[config.mk]
export PLATFORM = sky130hd
export DESIGN_NAME = sram_like_arbiter
export DESIGN_NICKNAME = d
export VERILOG_FILES = /design/src/rtl/sram_like_pkg.sv /design/src/rtl/sram_like_id_fifo.sv /design/src/rtl/sram_like_arbiter.sv
export SDC_FILE = /design/constraint.sdc
export NUM_CORES = 1
export LEC_CHECK = 0
export CORE_AREA = 2 2 113 115
export CTS_CLUSTER_SIZE = 12
export DETAILED_ROUTE_END_ITERATION = 8
export DIE_AREA = 0 0 115 117
export DONT_BUFFER_PORTS = 1
export GPL_TIMING_DRIVEN = 0
export SLEW_MARGIN = 0
export SYNTH_ARGS = -nofsm -noshare
export SYNTH_HDL_FRONTEND = slang
export SYNTH_SLANG_ARGS = --single-unit
[constraint.sdc]
create_clock -name clk -period 3.6 [get_ports clk]
set_input_delay 0.36 -clock clk [delete_from_list [all_inputs] [get_ports clk]]
set_output_delay 0.36 -clock clk [all_outputs]
set_load 0.02 [all_outputs]
[src/rtl/sram_like_pkg.sv]
// sram_like_pkg: shared SRAM-like bus constants, request-field widths and ID width helper.
package sram_like_pkg;
    localparam logic [1:0] SIZE_BYTE = 2'd0;
    localparam logic [1:0] SIZE_HALF = 2'd1;
    localparam logic [1:0] SIZE_WORD = 2'd2;
    localparam int BUS_AW = 32;
    localparam int BUS_DW = 32;
    localparam int BUS_SW = BUS_DW / 8;
    // wr + size + wstrb + addr + wdata, as carried by the if/exe stage request bundles
    localparam int REQ_W = 1 + 2 + BUS_SW + BUS_AW + BUS_DW;
    function automatic int id_width(input int n);
        return (n > 1) ? $clog2(n) : 1;
    endfunction
endpackage

[src/rtl/sram_like_id_fifo.sv]
// sram_like_id_fifo: synchronous FIFO of channel IDs awaiting their data_ok.
module sram_like_id_fifo #(
    parameter int DEPTH = 4,
    parameter int W = 1
) (
    input  logic         clk,
    input  logic         reset,
    input  logic         push,
    input  logic         pop,
    input  logic [W-1:0] din,
    output logic         full,
    output logic         empty,
    output logic [W-1:0] head
);
    localparam int PW = (DEPTH > 1) ? $clog2(DEPTH) : 1;
    localparam int CW = $clog2(DEPTH) + 1;
    logic [W-1:0]  r_mem [DEPTH];
    logic [PW-1:0] r_wp, r_rp;
    logic [CW-1:0] r_cnt;
    logic          w_push, w_pop;
    function automatic logic [PW-1:0] nxt(input logic [PW-1:0] p);
        return (p == PW'(DEPTH - 1)) ? '0 : p + 1'b1;
    endfunction
    assign full   = r_cnt == CW'(DEPTH);
    assign empty  = r_cnt == '0;
    assign head   = r_mem[r_rp];
    assign w_push = push & ~full;
    assign w_pop  = pop & ~empty;
    always_ff @(posedge clk) begin
        if (reset) begin
            r_wp  <= '0;
            r_rp  <= '0;
            r_cnt <= '0;
        end else begin
            if (w_push) begin
                r_mem[r_wp] <= din;
                r_wp        <= nxt(r_wp);
            end
            if (w_pop) r_rp <= nxt(r_rp);
            r_cnt <= r_cnt + CW'(w_push) - CW'(w_pop);
        end
    end
endmodule

[src/rtl/sram_like_arbiter.sv]
// sram_like_arbiter: merges NCH SRAM-like channels onto one port and routes
// each data_ok back to its issuing channel in acceptance order.
module sram_like_arbiter
    import sram_like_pkg::*;
#(
    parameter int NCH   = 2,
    parameter int AW    = BUS_AW,
    parameter int DW    = BUS_DW,
    parameter int OUTST = 4,
    parameter int RR    = 0
) (
    input  logic                clk,
    input  logic                reset,
    input  logic [NCH-1:0]      ch_req,
    input  logic [NCH-1:0]      ch_wr,
    input  logic [2*NCH-1:0]    ch_size,
    input  logic [DW/8*NCH-1:0] ch_wstrb,
    input  logic [AW*NCH-1:0]   ch_addr,
    input  logic [DW*NCH-1:0]   ch_wdata,
    output logic [NCH-1:0]      ch_addr_ok,
    output logic [NCH-1:0]      ch_data_ok,
    output logic [DW-1:0]       ch_rdata,
    output logic                mem_req,
    output logic                mem_wr,
    output logic [1:0]          mem_size,
    output logic [DW/8-1:0]     mem_wstrb,
    output logic [AW-1:0]       mem_addr,
    output logic [DW-1:0]       mem_wdata,
    input  logic                mem_addr_ok,
    input  logic                mem_data_ok,
    input  logic [DW-1:0]       mem_rdata
);
    localparam int SW  = DW / 8;
    localparam int IDW = id_width(NCH);
    logic [IDW-1:0] r_lock_id, r_ptr, w_pick, w_gnt, w_head;
    logic           r_lock, w_full, w_empty, w_hs, w_pop;
    // Round-robin scans offsets downward so the smallest offset from r_ptr wins last.
    always_comb begin
        w_pick = '0;
        if (RR == 0) begin
            for (int i = 0; i < NCH; i++) if (ch_req[i]) w_pick = IDW'(i);
        end else begin
            for (int i = NCH - 1; i >= 0; i--)
                if (ch_req[(int'(r_ptr) + i) % NCH]) w_pick = IDW'((int'(r_ptr) + i) % NCH);
        end
    end
    assign w_gnt      = r_lock ? r_lock_id : w_pick;
    assign mem_req    = |ch_req & ~w_full & ~reset;
    assign w_hs       = mem_req & mem_addr_ok;
    assign w_pop      = mem_data_ok & ~w_empty & ~reset;
    assign mem_wr     = ch_wr[w_gnt];
    assign mem_size   = ch_size[2*int'(w_gnt) +: 2];
    assign mem_wstrb  = ch_wstrb[SW*int'(w_gnt) +: SW];
    assign mem_addr   = ch_addr[AW*int'(w_gnt) +: AW];
    assign mem_wdata  = ch_wdata[DW*int'(w_gnt) +: DW];
    assign ch_addr_ok = w_hs ? NCH'(1) << w_gnt : '0;
    assign ch_data_ok = w_pop ? NCH'(1) << w_head : '0;
    assign ch_rdata   = mem_rdata;
    always_ff @(posedge clk) begin
        if (reset) begin
            r_lock    <= 1'b0;
            r_lock_id <= '0;
            r_ptr     <= '0;
        end else begin
            r_lock <= mem_req & ~mem_addr_ok;
            if (mem_req & ~mem_addr_ok) r_lock_id <= w_gnt;
            if (w_hs) r_ptr <= (w_gnt == IDW'(NCH - 1)) ? '0 : w_gnt + 1'b1;
        end
    end
    sram_like_id_fifo #(.DEPTH(OUTST), .W(IDW)) u_fifo (
        .clk   (clk),
        .reset (reset),
        .push  (w_hs),
        .pop   (w_pop),
        .din   (w_gnt),
        .full  (w_full),
        .empty (w_empty),
        .head  (w_head)
    );
    a_no_stray_data_ok: assert property (@(posedge clk) disable iff (reset) !(mem_data_ok && w_empty));
    a_lock_holds_req: assert property (@(posedge clk) disable iff (reset) r_lock |-> ch_req[r_lock_id]);
endmodule

==> results.toml <==
[synth]
yosys.area.top_type = "mux2_1"
ys_top_cells_by_count = "71 x mux2_1, 33 x buf_4, 11 x dfxtp_1"
synth_area_mm2 = 0.00186
ys_ff_latch = 15
syn_nets = 364
avgSynthCellArea_um2 = 10.6
synth_top_area_frac = 0.429
synth-async-reset-ratio = 0
synth-edff-count = 4
ys_types = 27
synthCells = 176
synth_most_common_cell = "mux2_1"
yosys_most_used_dff = "dfxtp_1"
synth_warnings = 0
ys_seq_area_frac = 0.183
synth_area_leaders = "mux2_1 43%, buf_4 13%, dfxtp_1 12%, edfxtp_1 6.4%, ha_1 4.7%"

[critical_path]
critPathLaunchType = "flip-flop"
cp_data_arrival_time_ps = 2400
ff2ff_path_depth = 9
crit_type = "reg -> reg"
cp_max_fo = 5
ff2ff_setup_slack_ps = 1310
r2r-start = "u_fifo.r_cnt[1]$_SDFF_PP0_"
startpoint = "u_fifo.r_cnt[1]$_SDFF_PP0_"
worstPathRequired_ps = 3720
end_kind = "flip-flop"
r2r-end = "u_fifo.r_cnt[2]$_SDFF_PP0_"
endpoint = "u_fifo.r_cnt[2]$_SDFF_PP0_"

[routing]
wl_met1_um = 2310
routed_wl_um = 6070
routedWlPerCell_um = 18.4
highest_layer = "met3"
wl_met2_um = 3150
drcViolationCount = 0
drt_pass1_iterations = 4
vias = 1354
vias_per_cell = 4.10
drtIter0Drc = 45
antenna_left = 0
wl_met3_um = 613

[clocking]
postCtsSetupRepairBufs = 0
cts_tree = "built"
holdBufCountCts = 0
clock_latency_ps = 240
htree_levels = 1
cts_resized = 0
root_buffer = "clkbuf_16"
path_clk_slew_ps = 50
cts.sinks = 15
cts_buffers = 3
clockBufferDepth = 2

[pwr]
ir_drop_mv = 0.218
power_per_cell_area_mw_per_mm2 = 433
leakage_nw = 0.836

[floorplan]
fp-row-count = 41
die_h_um = 117
ioPinCount = 288
die_area_mm2 = 0.0135
die_w_um = 115
coreArea_mm2 = 0.0123
initial_utilization = 0.151

[sta]
rsz0062_at_grt = "false"
finalCritPeriodShare = 0.635
hold_violations = 0
timing.fmax_mhz = 438
setup_tns_ps = 0
worst_pin_slew_ps = 632
drv_slew = 0
setup-violations-final = 0
slew_headroom = 0.576
fin_skew_ps = 0.794
period_needed_ps = 2290

[cells_and_area]
layout-drive-gt1-share = 0.283
areaGrowthSynthToFinish_pct = 14.5
n_antenna_cell = 0
final_cells = 330
final_nets = 369

[global_routing]
grt_pass1_wl_um = 7390
grt_pass1_vias = 1303
antenna_found_initial = 0
grt_max_degree = 11
grt_overflow = 0
track_usage = 0.0770

[status]
outcome = "complete, no violations"

[placement]
port_buffers = 0
dp.final_hpwl_um = 5580
routabilityCongestion = 0.910
dp_cells = 326

[min_path]
hold_path.startpoint = "mem_addr_ok"
hold_class = "in -> reg"

[flow_run]
maxCapViolations = 0
-- metal layers --
| metal | vias up | GRT usage |
|---|---|---|
| li1 | 584 | - |
| met1 | 627 | 0.0912 |
| met2 | 143 | 0.144 |
| met3 | 0 | 0.0227 |
| met4 | 0 | 0.00402 |
| met5 | - | 0 |
-- cells in the final DEF (no fill, tap or decap), types with 2 or more instances in the layout --
cell and count:
mux2_1 71, buf_4 33, dfxtp_1 11, nor2_1 7, and2_1 7, ha_1 7, buf_6 6, inv_1 6
edfxtp_1 4, mux2i_1 3, clkbuf_16 3, nor3_1 2, nor2b_1 2, mux2_4 2, xnor2_1 2
-- worst min-delay path by stage --
stage / endpoint / slack (ps) / cells past startpoint
6_report: r_lock$_SDFF_PP0_ / 230 / 1
5_1_grt: r_lock$_SDFF_PP0_ / 230 / 1
4_1_cts: r_lock$_SDFF_PP0_ / 230 / 1
3_5_place_dp: r_lock_id$_SDFFE_PP0P_ / 470 / 2
3_3_place_gp: r_lock_id$_SDFFE_PP0P_ / 460 / 2
2_1_floorplan: r_lock_id$_SDFFE_PP0P_ / 450 / 2
-- final cells by class --
class,count,area [µm²]
buffer,41,324
clock buffer,3,75.1
clock inverter,1,7.51
fill,1336,10200
inverter,7,26.3
multi-input combinational,113,1170
sequential,15,340
tap,150,188
-- critical path, stage by stage, from the launching register on --
cell	delay, ps
dfxtp_1	350
o31ai_2	420
nor2_1	100
ha_1	290
inv_1	40
ha_1	210
fa_1	380
xnor2_1	180
xnor2_1	140
nor2_1	50
-- through the flow --
stage | cell area (µm²) | hold slack [ps] | setup slack (ps) | power, mW | utilization
final | 2130 | 229 | 1310 | 0.924 | 0.173
after global placement | 2050 | 461 | 1390 | 0.705 | 0.167
after CTS | 2130 | 226 | 1290 | 0.934 | 0.173
after detailed placement | 2050 | 474 | 1300 | 0.718 | 0.167
after global routing | 2130 | 232 | 1170 | 0.975 | 0.173
after floorplan | 1860 | 449 | 1490 | 0.646 | -
-- power by group --
part | internal, mW | switching [mW]
registers | 0.205 | 0.0240
clock network | 0.149 | 0.0647
logic | 0.176 | 0.306
total | 0.530 | 0.394
-- kinds of logic (layout without fill, tap and decap cells) --
kind of cell,count (synthesis),in the layout,synth area share
XOR/XNOR,2,2,0.00940
flip-flops,15,15,0.183
adder cells (fa/ha/maj),8,8,0.0578
AND/OR/NAND/NOR,23,23,0.0752
buffers and inverters,48,52,0.188
AO/OA/AOI/OAI,3,3,0.0134
multiplexers,77,77,0.473
(Power assumes the default switching activity.)
